### src/rtl/snp_capture_pkg.sv
`default_nettype none
// +------------------------------------------------------------------+
// | snp_capture_pkg : shared types/constants for the phase capture   |
// | Rev 1.0                                                          |
// +------------------------------------------------------------------+
package snp_capture_pkg;

  localparam int DATA_W_DEF = 64;
  localparam int ADDR_W_DEF = 9;
  localparam int DEPTH      = 2 ** ADDR_W_DEF;

  typedef enum logic [2:0] {
    ST_IDLE  = 3'd0,
    ST_ARMED = 3'd1,
    ST_FILL  = 3'd2,
    ST_POST  = 3'd3,
    ST_DONE  = 3'd4
  } state_t;

endpackage
`default_nettype wire

### src/rtl/snp_edge_det.sv
`default_nettype none
// +------------------------------------------------------------------+
// | snp_edge_det : rising-edge detector, one-cycle pulse             |
// | Rev 1.0                                                          |
// +------------------------------------------------------------------+
module snp_edge_det (
  input  logic clk,
  input  logic rst,
  input  logic d,
  output logic pulse
);

  logic d_q;

  always_ff @(posedge clk or posedge rst) begin
    if (rst) begin
      d_q <= 1'b0;
    end else begin
      d_q <= d;
    end
  end

  assign pulse = d & ~d_q;

endmodule
`default_nettype wire

### src/rtl/snp_phs_ss_capture.sv
`default_nettype none
// +------------------------------------------------------------------+
// | snp_phs_ss_capture : phase snapshot burst writer, BRAM port A    |
// | Rev 1.0                                                          |
// +------------------------------------------------------------------+
module snp_phs_ss_capture
  import snp_capture_pkg::*;
#(
  parameter int DATA_W = DATA_W_DEF,
  parameter int ADDR_W = ADDR_W_DEF
) (
  input  logic              clk,
  input  logic              rst,
  input  logic              ctrl_arm,
  input  logic              ctrl_circ,
  input  logic [ADDR_W-1:0] ctrl_post_len,
  input  logic              trig,
  input  logic [DATA_W-1:0] din,
  input  logic              din_valid,
  output logic              bram_we,
  output logic              bram_en_a,
  output logic [ADDR_W-1:0] bram_addr,
  output logic [DATA_W-1:0] bram_wr_data,
  output logic              status_done,
  output logic [ADDR_W-1:0] status_addr,
  output logic [ADDR_W-1:0] status_trig_addr,
  output logic              status_wrapped
);

  state_t            state;
  logic              arm_pulse;
  logic              circ_q;
  logic [ADDR_W-1:0] post_len_q;
  logic [ADDR_W-1:0] post_cnt;
  logic [ADDR_W-1:0] wr_addr;
  logic              do_write;

  snp_edge_det u_arm_edge (
    .clk   (clk),
    .rst   (rst),
    .d     (ctrl_arm),
    .pulse (arm_pulse)
  );

  // An arm pulse takes priority: the sample in that cycle is dropped.
  always_comb begin
    do_write = 1'b0;
    if (!arm_pulse && din_valid) begin
      case (state)
        ST_ARMED:         do_write = circ_q | trig;
        ST_FILL, ST_POST: do_write = 1'b1;
        default:          do_write = 1'b0;
      endcase
    end
  end

  always_ff @(posedge clk or posedge rst) begin
    if (rst) begin
      state            <= ST_IDLE;
      circ_q           <= 1'b0;
      post_len_q       <= '0;
      post_cnt         <= '0;
      wr_addr          <= '0;
      bram_we          <= 1'b0;
      bram_en_a        <= 1'b0;
      bram_addr        <= '0;
      bram_wr_data     <= '0;
      status_done      <= 1'b0;
      status_addr      <= '0;
      status_trig_addr <= '0;
      status_wrapped   <= 1'b0;
    end else begin
      bram_we   <= do_write;
      bram_en_a <= do_write;
      if (do_write) begin
        bram_addr    <= wr_addr;
        bram_wr_data <= din;
        status_addr  <= wr_addr;
        wr_addr      <= wr_addr + 1'b1;
        if (circ_q && wr_addr == '1) begin
          status_wrapped <= 1'b1;
        end
      end

      if (arm_pulse) begin
        state            <= ST_ARMED;
        circ_q           <= ctrl_circ;
        post_len_q       <= ctrl_post_len;
        post_cnt         <= '0;
        wr_addr          <= '0;
        status_done      <= 1'b0;
        status_wrapped   <= 1'b0;
        status_addr      <= '0;
        status_trig_addr <= '0;
      end else begin
        case (state)
          ST_IDLE: ;
          ST_ARMED: begin
            if (din_valid && trig) begin
              if (circ_q) begin
                status_trig_addr <= wr_addr;
                post_cnt         <= post_len_q;
                state            <= (post_len_q == '0) ? ST_DONE : ST_POST;
              end else begin
                state <= ST_FILL;
              end
            end
          end
          ST_FILL: begin
            if (din_valid && wr_addr == '1) begin
              state <= ST_DONE;
            end
          end
          ST_POST: begin
            if (din_valid) begin
              post_cnt <= post_cnt - 1'b1;
              if (post_cnt == ADDR_W'(1)) begin
                state <= ST_DONE;
              end
            end
          end
          ST_DONE: status_done <= 1'b1;
          default: state <= ST_IDLE;
        endcase
      end
    end
  end

endmodule
`default_nettype wire

### config.mk
export PLATFORM = sky130hd
export DESIGN_NAME = snp_phs_ss_capture
export DESIGN_NICKNAME = d
export VERILOG_FILES = /design/src/rtl/snp_capture_pkg.sv /design/src/rtl/snp_edge_det.sv /design/src/rtl/snp_phs_ss_capture.sv
export SDC_FILE = /design/constraint.sdc
export NUM_CORES = 1
export LEC_CHECK = 0
export ABC_CLOCK_PERIOD_IN_PS = 4700
export CORE_MARGIN = 4
export CORE_UTILIZATION = 40
export CTS_CLUSTER_SIZE = 8
export DETAILED_ROUTE_END_ITERATION = 10
export PLACE_DENSITY = 0.71
export SLEW_MARGIN = 30
export SYNTH_ARGS = -nofsm -noshare
export SYNTH_HDL_FRONTEND = slang
export SYNTH_SLANG_ARGS = --single-unit
### constraint.sdc
create_clock -name clk -period 4.7 [get_ports clk]
set_clock_uncertainty 0.1 [all_clocks]
set_input_delay 0.94 -clock clk [delete_from_list [all_inputs] [get_ports clk]]
set_output_delay 0.94 -clock clk [all_outputs]
set_load 0.05 [all_outputs]
==> metrics.md <==
| Metric | Value |
|---|---|
| Status | `finished, final reports clean` |
| Synth Area per Inst | `roughly 9.3 µm²` |
| Distinct cells, synth | `47` |
| Die Y | `124 µm` |
| GRT Resource Usage Total | `0.178` |
| Post-Syn Area | `5370 µm²` |
| Final critical-path required period | `a little under 3 ns` |
| GP Congestion | `0.805` |
| Clock sink count | `around 130` |
| Area Growth Syn to Fin | `43.6%` |
| Final worst-path cycle share | `0.622` |
| Final hold viol count | `0` |
| Cell with the most instances after synthesis | `nand2_1` |
| Seq. cell area | `3150 µm²` |
| Startpoint types | `primary input` |
| Worst skew pair latency | `0.41 ns` |
| Setup CP Type | `in2reg` |
| Number of CTS-inserted buffers | `17` |
| Num rows | `42` |
| Critical Path AT | `between 3 and 4 ns` |
| RSZ-0062 raised after global routing | `no` |
| Crit path max-delay family | `buffers and inverters` |
| YS warnings | `0` |
| Routed vias/inst | `~4.8` |
| Worst-path cell chain | `clkdlybuf4s50_1, nor2b_1, o21a_1, buf_4, nand2_2, inv_2, buf_4, nand2_1, nand2_1` |
| Actual slew at the worst max-slew pin | `around 0.95 ns` |
| Antenna cells | `0` |
| FILL cells | `1138` |
| Remaining antenna violation count after routing | `0` |
| Crit-path slowest cell | `clkdlybuf4s50_1` |
| Mapped Cells | `a little under 600` |
| Crit path launch | `din_valid` |
| Max-cap violations | `0` |
| Power per cell area | `695 nW/µm²` |
| Layout Nets | `829` |
| Cts hold-fix bufs | `0` |
| Reg-to-Reg Start | `circ_q` |
| Hold_sp | `bram_wr_data[28]` |
| Core Region | `13200 µm²` |
| H-tree lvl count | `4` |
| Async SR Flop Fraction | `1.00` |
| I/O pins | `174` |
| Buffers added on ports | `~170` |
| Leading register cell type out of synthesis | `dfrtp_1` |
| Post-synth EDFFs | `0` |
| DRT Wirelength | `around 14000 µm` |
| Hold slack | `approximately 0.37 ns` |
| Leak Pwr | `about 0.0036 µW` |
| Synthesized flop and latch total | `126` |
| CP max FO | `44` |
| Share of cells above drive strength 1 | `0.0727` |
| HPWL after DPL | `9600 µm` |
| Maximum vdd ir drop | `0.000253 V` |
| Initial antenna violation count | `0` |
| Worst Hold Class | `reg2reg` |
| First-pass GRT wire length | `21300 µm` |
| Max-slew violation count | `0` |
| PostCTS Resize Cnt | `0` |
| Max Fclk | `342 MHz` |
| Synth top cells by count | `nand2_1 (265), dfrtp_1 (126), nor2_1 (39)` |
| Setup-failing EPs final | `0` |
| Seq/Total Area, Yosys | `0.587` |
| Slew HR | `0.359` |
| Die X | `124 µm` |
| Cell taking the most area after synthesis | `dfrtp_1` |
| Setup bufs post-CTS | `0` |
| Iteration-0 DRC Markers | `a little over 300` |
| Remaining design rule violation count | `0` |
| Via count | `4518` |
| Initial Util | `0.407` |
| Mapped Nets | `around 660` |
| DR pass1 iterations | `4` |
| Synth top area cells | `dfrtp_1 (59%), nand2_1 (19%), nor2_1 (2.7%)` |
| Post-synth top area share | `0.587` |
| Crit. End Element | `flip-flop` |
| Multi-input logic area | `2000 µm²` |
| Clock transition at path regs | `0.05 ns` |
| Grt total ovfl | `0` |
| Wire length per cell | `14.5 µm` |
| Largest net degree at the start of global routing | `74` |
| CTS tree | `done` |
| Crit path required time | `a little under 5 ns` |
| Total die area | `~15000 µm²` |
| Slowest cell delay on critical path | `0.56 ns` |
| Vias in the first global route | `4347` |
| CP Buf/Inv Count | `4` |
| Clk buf depth | `2` |
| Setup TNS | `0 ns` |
| Clock root buffer | `clkbuf_16` |
power breakdown:
| part | internal (µW) | switching [µW] |
|---|---|---|
| combinational | 829 | 1670 |
| sequential | 1430 | 262 |
| clock | 741 | 429 |
| total | 3000 | 2360 |
flip-flops by register name, indices dropped and copies added, names as in the netlist:
register	cells
bram_wr_data	64
bram_addr	9
post_cnt	9
post_len_q	9
status_addr	9
status_trig_addr	9
wr_addr	9
state	3
bram_en_a	1
circ_q	1
status_done	1
status_wrapped	1
u_arm_edge.d_q	1
through the flow:
stage                     area (µm²)  setup slack [ns]  power [µW]  utilization  cells
after detailed placement        7180              1.34        4220        0.545    903
after floorplan                 5370             0.304        3400            -    580
after global placement          7180              1.37        4170        0.545    903
final                           7710              1.78        5360        0.585    933
after global routing            7710              1.57        5670        0.585    933
after CTS                       7710              1.78        5420        0.585    933
final timing paths:
path                            cells after the start  slack [ns]                to
worst min-delay path                                2        0.37  bram_wr_data[28]
worst min register to register                      2        0.37  bram_wr_data[28]
max in group asynchronous                           3        2.59  bram_wr_data[25]
worst max-delay path                                9        1.78  bram_wr_data[57]
worst max register to register                      6        2.31      bram_addr[4]
min in group asynchronous                           2        0.95  bram_wr_data[24]
cell usage in the layout (no fill, tap or decap), types with 5 or more instances in the layout:
cell type	Yosys	routed
a21oi_1	23	23
buf_4	9	7
clkbuf_16	0	17
clkdlybuf4s50_1	0	173
clkinv_2	0	6
dfrtp_1	126	126
mux2_2	7	7
mux2i_1	9	9
nand2_1	265	264
nand3_1	5	5
nor2_1	39	39
o21ai_0	8	8
cell families (layout without fill, tap and decap cells):
kind of cell	after synthesis	in the layout	synth area share
AND/OR/NAND/NOR	335	335	0.254
flip-flops	126	126	0.587
AO/OA/AOI/OAI	52	52	0.0612
buffers and inverters	39	216	0.0426
multiplexers	17	17	0.0342
XOR/XNOR	7	7	0.0114
adder cells (fa/ha/maj)	4	4	0.00932
layout make-up:
type                            count  share of cell area
Tap cell                          176              0.0285
Inverter                            6             0.00324
Timing Repair Buffer              180               0.231
Sequential cell                   126               0.409
Multi-Input combinational cell    415               0.259
Clock buffer                       22              0.0602
Clock inverter                      8             0.00876
metal layers:
metal | part of all wire | track usage | vias to the layer above
met2 | 0.48 | 0.288 | 153
met4 | 0.015 | 0.0705 | 0
met1 | 0.43 | 0.231 | 2153
li1 | - | - | 2196
met3 | 0.075 | 0.0454 | 16
met5 | 0 | 0 | -
worst register-to-register path: stages, from the launching register on:
cell and delay [ns]:
dfrtp_1 0.47, o21a_1 0.23, o21a_1 0.16, buf_4 0.19, nand2_2 0.10, buf_4 0.58, mux2_2 0.45
Power figures use the tool's default switching activity.
